File: src/rtl/au_op_sequencer.sv
// Command/response sequencer for a multi-cycle arithmetic unit (AU).
// It issues one operation at a time, waits out the AU latency, then captures and presents the result.
module au_op_sequencer #(
   parameter int MD_CYCLES = 32,
   parameter int W         = 32
) (
   input  logic         clk,
   input  logic         rst,
   input  logic         cmd_valid,
   output logic         cmd_ready,
   input  logic [1:0]   cmd_op,
   input  logic [W-1:0] cmd_a,
   input  logic [W-1:0] cmd_b,
   output logic [W-1:0] au_a,
   output logic [W-1:0] au_b,
   output logic [1:0]   au_aluop,
   output logic         au_rst_n,
   input  logic [W-1:0] au_s,
   input  logic [W-1:0] au_hi,
   input  logic [W-1:0] au_lo,
   input  logic         au_zero,
   output logic         rsp_valid,
   input  logic         rsp_ready,
   output logic [W-1:0] rsp_hi,
   output logic [W-1:0] rsp_lo,
   output logic         rsp_zero,
   output logic         rsp_dbz
);

   localparam int            CW       = $clog2(MD_CYCLES + 1);
   localparam logic [CW-1:0] CNT_LAST = CW'(MD_CYCLES - 1);
   localparam logic [1:0]    OP_DIV   = 2'b11;

   typedef enum logic [2:0] {
      IDLE  = 3'd0,
      START = 3'd1,
      WAIT  = 3'd2,
      CAPT  = 3'd3,
      RESP  = 3'd4
   } state_t;

   state_t         state_q, state_d;
   logic [CW-1:0]  cnt_q, cnt_d;
   logic [W-1:0]   a_q, a_d, b_q, b_d;
   logic [1:0]     op_q, op_d;
   logic [W-1:0]   rsp_hi_q, rsp_hi_d, rsp_lo_q, rsp_lo_d;
   logic           rsp_zero_q, rsp_zero_d, rsp_dbz_q, rsp_dbz_d;

   always_comb begin
      state_d    = state_q;
      cnt_d      = cnt_q;
      a_d        = a_q;
      b_d        = b_q;
      op_d       = op_q;
      rsp_hi_d   = rsp_hi_q;
      rsp_lo_d   = rsp_lo_q;
      rsp_zero_d = rsp_zero_q;
      rsp_dbz_d  = rsp_dbz_q;
      case (state_q)
         IDLE: begin
            if (cmd_valid) begin
               a_d  = cmd_a;
               b_d  = cmd_b;
               op_d = cmd_op;
               // Divide-by-zero never reaches the AU; the response is synthesised here.
               if (cmd_op == OP_DIV && cmd_b == '0) begin
                  rsp_hi_d   = cmd_a;
                  rsp_lo_d   = '1;
                  rsp_zero_d = 1'b0;
                  rsp_dbz_d  = 1'b1;
                  state_d    = RESP;
               end else begin
                  state_d = START;
               end
            end
         end
         START: begin
            if (op_q[1]) begin
               cnt_d   = '0;
               state_d = WAIT;
            end else begin
               state_d = CAPT;
            end
         end
         WAIT: begin
            cnt_d = cnt_q + CW'(1);
            if (cnt_q == CNT_LAST) state_d = CAPT;
         end
         CAPT: begin
            if (op_q[1]) begin
               rsp_hi_d   = au_hi;
               rsp_lo_d   = au_lo;
               rsp_zero_d = (au_hi == '0) && (au_lo == '0);
            end else begin
               rsp_hi_d   = '0;
               rsp_lo_d   = au_s;
               rsp_zero_d = au_zero;
            end
            rsp_dbz_d = 1'b0;
            state_d   = RESP;
         end
         RESP: begin
            if (rsp_ready) state_d = IDLE;
         end
         default: state_d = IDLE;
      endcase
   end

   always_ff @(posedge clk) begin
      if (rst) begin
         state_q    <= IDLE;
         cnt_q      <= '0;
         a_q        <= '0;
         b_q        <= '0;
         op_q       <= 2'b00;
         rsp_hi_q   <= '0;
         rsp_lo_q   <= '0;
         rsp_zero_q <= 1'b0;
         rsp_dbz_q  <= 1'b0;
      end else begin
         state_q    <= state_d;
         cnt_q      <= cnt_d;
         a_q        <= a_d;
         b_q        <= b_d;
         op_q       <= op_d;
         rsp_hi_q   <= rsp_hi_d;
         rsp_lo_q   <= rsp_lo_d;
         rsp_zero_q <= rsp_zero_d;
         rsp_dbz_q  <= rsp_dbz_d;
      end
   end

   assign cmd_ready = !rst && (state_q == IDLE);
   assign au_rst_n  = !rst && (state_q != START);
   assign au_a      = a_q;
   assign au_b      = b_q;
   assign au_aluop  = op_q;
   assign rsp_valid = (state_q == RESP);
   assign rsp_hi    = rsp_hi_q;
   assign rsp_lo    = rsp_lo_q;
   assign rsp_zero  = rsp_zero_q;
   assign rsp_dbz   = rsp_dbz_q;

endmodule

File: config.mk
export PLATFORM = sky130hd
export DESIGN_NAME = au_op_sequencer
export DESIGN_NICKNAME = d
export VERILOG_FILES = /design/src/rtl/au_op_sequencer.sv
export SDC_FILE = /design/constraint.sdc
export NUM_CORES = 1
export LEC_CHECK = 0
export CORE_UTILIZATION = 37
export CTS_CLUSTER_SIZE = 10
export DETAILED_ROUTE_END_ITERATION = 6
export PLACE_DENSITY = 0.74
export SLEW_MARGIN = 20
export SYNTH_ARGS = -nofsm -noshare
export SYNTH_HDL_FRONTEND = slang
export SYNTH_SLANG_ARGS = --single-unit
File: constraint.sdc
create_clock -name clk -period 2.2 [get_ports clk]
set_input_delay 0.66 -clock clk [delete_from_list [all_inputs] [get_ports clk]]
set_output_delay 0.66 -clock clk [all_outputs]
set_load 0.03 [all_outputs]
# After elaboration in Yosys (flattened, before gate mapping)
# Index checks and enable logic that the tools add are counted.
# classes
eq_ne	12
reduce_logical	15
muxes	23
addsub	1
# op_table
op	n
32-bit 2-to-1 mux	6
32-bit case mux with 2 select lines	2
32-bit logical NOT	3
3-bit case mux with 5 select lines	1
3-bit 2-to-1 mux	4
6-bit case mux with 2 select lines	1
2-bit != test (second input constant)	4
6-bit by 1-bit adder with 6-bit output (second input constant)	1
3-bit by 2-bit == test with 1-bit output (second input constant)	2
6-bit by 5-bit == test with 1-bit output (second input constant)	1
1-bit 2-to-1 mux	6
6-bit 2-to-1 mux	1
3-bit AND reduction	2
1-bit logical AND	4
1-bit case mux with 2 select lines	2
2-bit AND reduction	2
2-bit nonzero test	2
3-bit by 1-bit == test with 1-bit output (second input constant)	1
3-bit == test (second input constant)	1
3-bit logical NOT	1
3-bit by 1-bit != test with 1-bit output (second input constant)	1
2-bit == test (second input constant)	1
2-bit by 1-bit != test with 1-bit output (second input constant)	1
1-bit logical NOT	1
# word_totals
reg_bits	141
output_inout_bits	135

# Depth between registers and ports, before layout
# depth
ltp_word	5
depth_mapped	8

# Least setup slack after synthesis
# OpenSTA, ideal clock, no wires.
# synth_timing
path_kind	input-to-output
start	input port rst
end	output port cmd_ready
t_arrival_ns	1.949
t_required_ns	1.540
path_stages	3
setup_slack_ns	-0.409
path_buffers	2
path_cell_list	clkbuf_1 > clkbuf_1 > nor4_1
# synth_between
elab_chain_cells	2
# synth_lines
item	line_no	source
from (decl)	8	input logic rst,
1-bit logical NOT	133	assign cmd_ready = !rst && (state_q == IDLE);
1-bit logical AND	133	
to (decl)	10	output logic cmd_ready,
# Every way passes these cells.

# Worst setup path in the final report
# layout_timing
start	input port cmd_b[14]
end	register rsp_hi_q[10], in the netlist rsp_hi[10]
# layout_between
elab_chain_cells	4
# layout_lines
item	line_no	source
from (decl)	13	input logic [W-1:0] cmd_b,
32-bit logical NOT	66	if (cmd_op == OP_DIV && cmd_b == '0) begin
1-bit logical AND	66	
2-bit != test (no line)	--	
3-bit AND reduction (no line)	--	
to (signal assigned)	126	rsp_hi_q <= rsp_hi_d;
to (decl)	46	logic [W-1:0] rsp_hi_q, rsp_hi_d, rsp_lo_q, rsp_lo_d;
# Every way passes these cells.
# A chain may end at the register's enable or synchronous reset.

==> flow_summary_export.csv <==
group,metric,value,unit
logic_synthesis,yosysWarnings,0,
place,portBuffers,301,
global_route,antenna_found_initial,0,
worst_setup_path,critPathKind,"input port to flip-flop",
sta,fin_skew,0.00831,ns
routing,drt_iter0_drc,351,
cts,path_clk_slew,0.06,ns
worst_setup_path,crit_path_start_kind,"input port",
logic_synthesis,synth_ff_type,"dfxtp_1",
place,dp_slack,-0.662,ns
logic_synthesis,synth_edf_count,0,
cts,clk_root_buffer_cell,"clkbuf_16",
sta,period_needed,2.18,ns
cts,cts_max_level,4,
place,gp_congestion,0.879,
logic_synthesis,ys_seq_elements,141,
worst_setup_path,path_common_cell,"or4_4",
logic_synthesis,synth.area.top_cells,"dfxtp_1, a21oi_1, nand2_1, mux2i_1, o31ai_1",
cts,cts_sinks,141,
sta,slew_violations,0,
flow_run,drv_cap,0,
routing,drc,0,
die,fp.dieW,131,um
min_path,hp-class,"flip-flop to flip-flop",
outcome,status,"finished, final reports clean",
global_route,grt_first_pass_wirelength,33900,um
routing,vias,6739,
power_and_ir_drop,powerDensity,970,nW/um2
logic_synthesis,ys_types,37,
cells_and_area,layout-drive-gt1-share,15.3,%
logic_synthesis,syn_area_per_cell,8.36,um2
logic_synthesis,syn_inst,732,
die,dieArea,17100,um2
logic_synthesis,synth_nets,900,
worst_setup_path,cp_num_buf_inv,2,
cts,cts_made_buffers,17,
routing,vias_per_cell,5.27,
cts,clock_latency,0.42,ns
cts,hold_buffers,0,
worst_setup_path,cpMaxStageDelayCell,"or4_4",
global_route,grt_pass1_vias,6300,
routing,totalWireLength,23100,um
worst_setup_path,endpoint_kind,"flip-flop",
worst_setup_path,worst_ep_required_time,2.48,ns
die,ioPinCount,302,
logic_synthesis,ys_seq_area_share,46.1,%
routing,firstDrtPassIters,4,
cts,cts_tree,"yes",
cells_and_area,nets,1218,
sta,clock.fmax,459,MHz
routing,ant_nets,0,
worst_setup_path,path_cells,"clkdlybuf4s15_1 -> or4_4 -> or4_4 -> buf_6 -> nand4_1 -> o31ai_4",
worst_setup_path,cp_max_fo,7,
worst_setup_path,cp.arrival,2.46,ns
cts,clockBufferDepth,2,
sta,setup_viol_count_final,0,
global_route,grt_usage,26.2,%
die,coreArea,16000,um2
global_route,overflow,0,
die,num_rows,46,
logic_synthesis,synth_top_area_share,46.1,%
sta,worst_pin_slew,0.916,ns
power_and_ir_drop,p_leak,3.98,nW
sta,worst_slack,0.0222,ns
logic_synthesis,async_flop_share,0,%
cells_and_area,final_cells,1279,
worst_setup_path,path_delay_family,"simple AND/OR/NAND/NOR gates",
global_route,grt_max_degree,75,
power_and_ir_drop,ir_worst_vdd,0.582,mV
die,die_h,131,um
logic_synthesis,yosys.area.top_type,"dfxtp_1",
die,initial_core_util,38.3,%
worst_setup_path,max_stage_delay,0.66,ns
place,place_hpwl,16200,um
sta,fin_crit_sh,99.0,%
sta,hold_violations,0,
cells_and_area,syn_to_final_growth,74.2,%
logic_synthesis,synth_area,6120,um2
sta,slew_headroom,39.0,%
routing,post_drt_wl_per_cell,18.1,um
place,dp.cells,1243,
what timing repair did:
| action | 4_1_cts | 5_1_grt |
|---|---|---|
| gates resized for setup | 53 | 53 |
| pin swaps | 16 | 20 |
| cloned | 2 | 1 |
| setup endpoints to repair | 67 | 68 |
| setup buffers | 1 | 0 |
per-stage QoR:
| step | instance area [um2] | hold slack [ns] | total power [mW] | utilization, % | TNS [ns] |
|---|---|---|---|---|---|
| after CTS | 10500 | 0.454 | 10.3 | 65.4 | 0 |
| final | 10700 | 0.451 | 10.3 | 66.7 | 0 |
| after global placement | 9720 | 0.441 | 7.29 | 60.7 | -41.93 |
| after detailed placement | 9720 | 0.446 | 7.32 | 60.7 | -42.12 |
| after floorplan | 6130 | 0.437 | 5.49 | - | -0.0613 |
| after global routing | 10700 | 0.465 | 10.8 | 66.7 | -0.0264 |
registers in the layout, summed over array words and instances, names as in the netlist:
name	cells
rsp_zero	1
au_a	32
state_q	3
au_aluop	2
cnt_q	6
rsp_hi	32
rsp_lo	32
rsp_dbz	1
au_b	32
metal layers:
layer | part of all wire [%] | GRT usage, %
met5 | 0 | 0
met4 | 2.7 | 10.2
met3 | 6.6 | 6.76
met2 | 48 | 44.1
met1 | 43 | 31.9
cells in the final DEF, fill, tap and decap left out, types with 3 or more instances in the layout:
cell               n
o31ai_2            5
a221oi_1          15
a21oi_2            3
buf_12             9
dlygate4sd2_1     15
nor4_2             7
bufinv_16          3
and3_1            30
o31ai_1           19
clkbuf_2           4
buf_6              3
dfxtp_1          138
a211oi_2           4
inv_1             39
nand4_1           33
or4_4              3
nand3b_1           3
clkdlybuf4s50_1  260
nor4_1            11
o31ai_4            4
dlymetal6s2s_1     7
nand2_1          141
buf_4             56
nor2_1            11
clkbuf_16         18
o21ai_0            7
nor4_4             3
mux2i_1           33
a221oi_2          17
a21oi_1          105
nor3b_1            3
clkdlybuf4s15_1   10
area by class of cell:
type                            count  area [um2]
Antenna cell                        1        2.50
Clock buffer                       21         460
Clock inverter                     10         139
Fill cell                        1374        5330
Inverter                           39         146
Multi-Input combinational cell    484        3160
Sequential cell                   141        2830
Tap cell                          216         270
Timing Repair Buffer              367        3660
worst register-to-register path, cell delays in order, from the launching register on:
cell      delay (ns)
dfxtp_2         0.36
nor2_1          0.20
nand3b_1        0.14
or4_4           0.68
buf_6           0.18
nand4_1         0.13
o31ai_4         0.09
synthesized netlist by cell type (13+ instances only):
library cell and number:
dfxtp_1 141, nand2_1 141, a21oi_1 109, clkbuf_1 47, inv_1 39, mux2i_1 33, nand4_1 33, and3_1 30
o31ai_1 28, a221oi_1 22, nor4_1 21, buf_2 13, nor2_1 13
kinds of logic after synthesis:
family	share of synthesized area, %
muxes	5.40
adders and majority gates	0.204
and+or+nand+nor	21.1
xor gates and xnor gates	0.143
buffers and inverters	7.19
DFF	46.1
AOI/OAI and AO/OA	19.9
path summary, 6_finish.rpt:
kind	cells after the start	from	slack [ns]	to
hold reg to reg	2	au_a[14]	0.45	au_a[14]
setup reg to reg	6	state_q[1]	0.31	rsp_hi[10]
hold / removal	2	au_a[14]	0.45	au_a[14]
setup / recovery	6	cmd_b[14]	0.02	rsp_hi[10]
power breakdown:
part | leakage (nW) | internal [mW] | switching [mW]
registers | 1.15 | 3.03 | 0.302
clock network | 0.289 | 1.84 | 1.10
logic | 2.54 | 1.72 | 2.37
total | 3.98 | 6.58 | 3.77
Power figures use the tool's default switching activity.
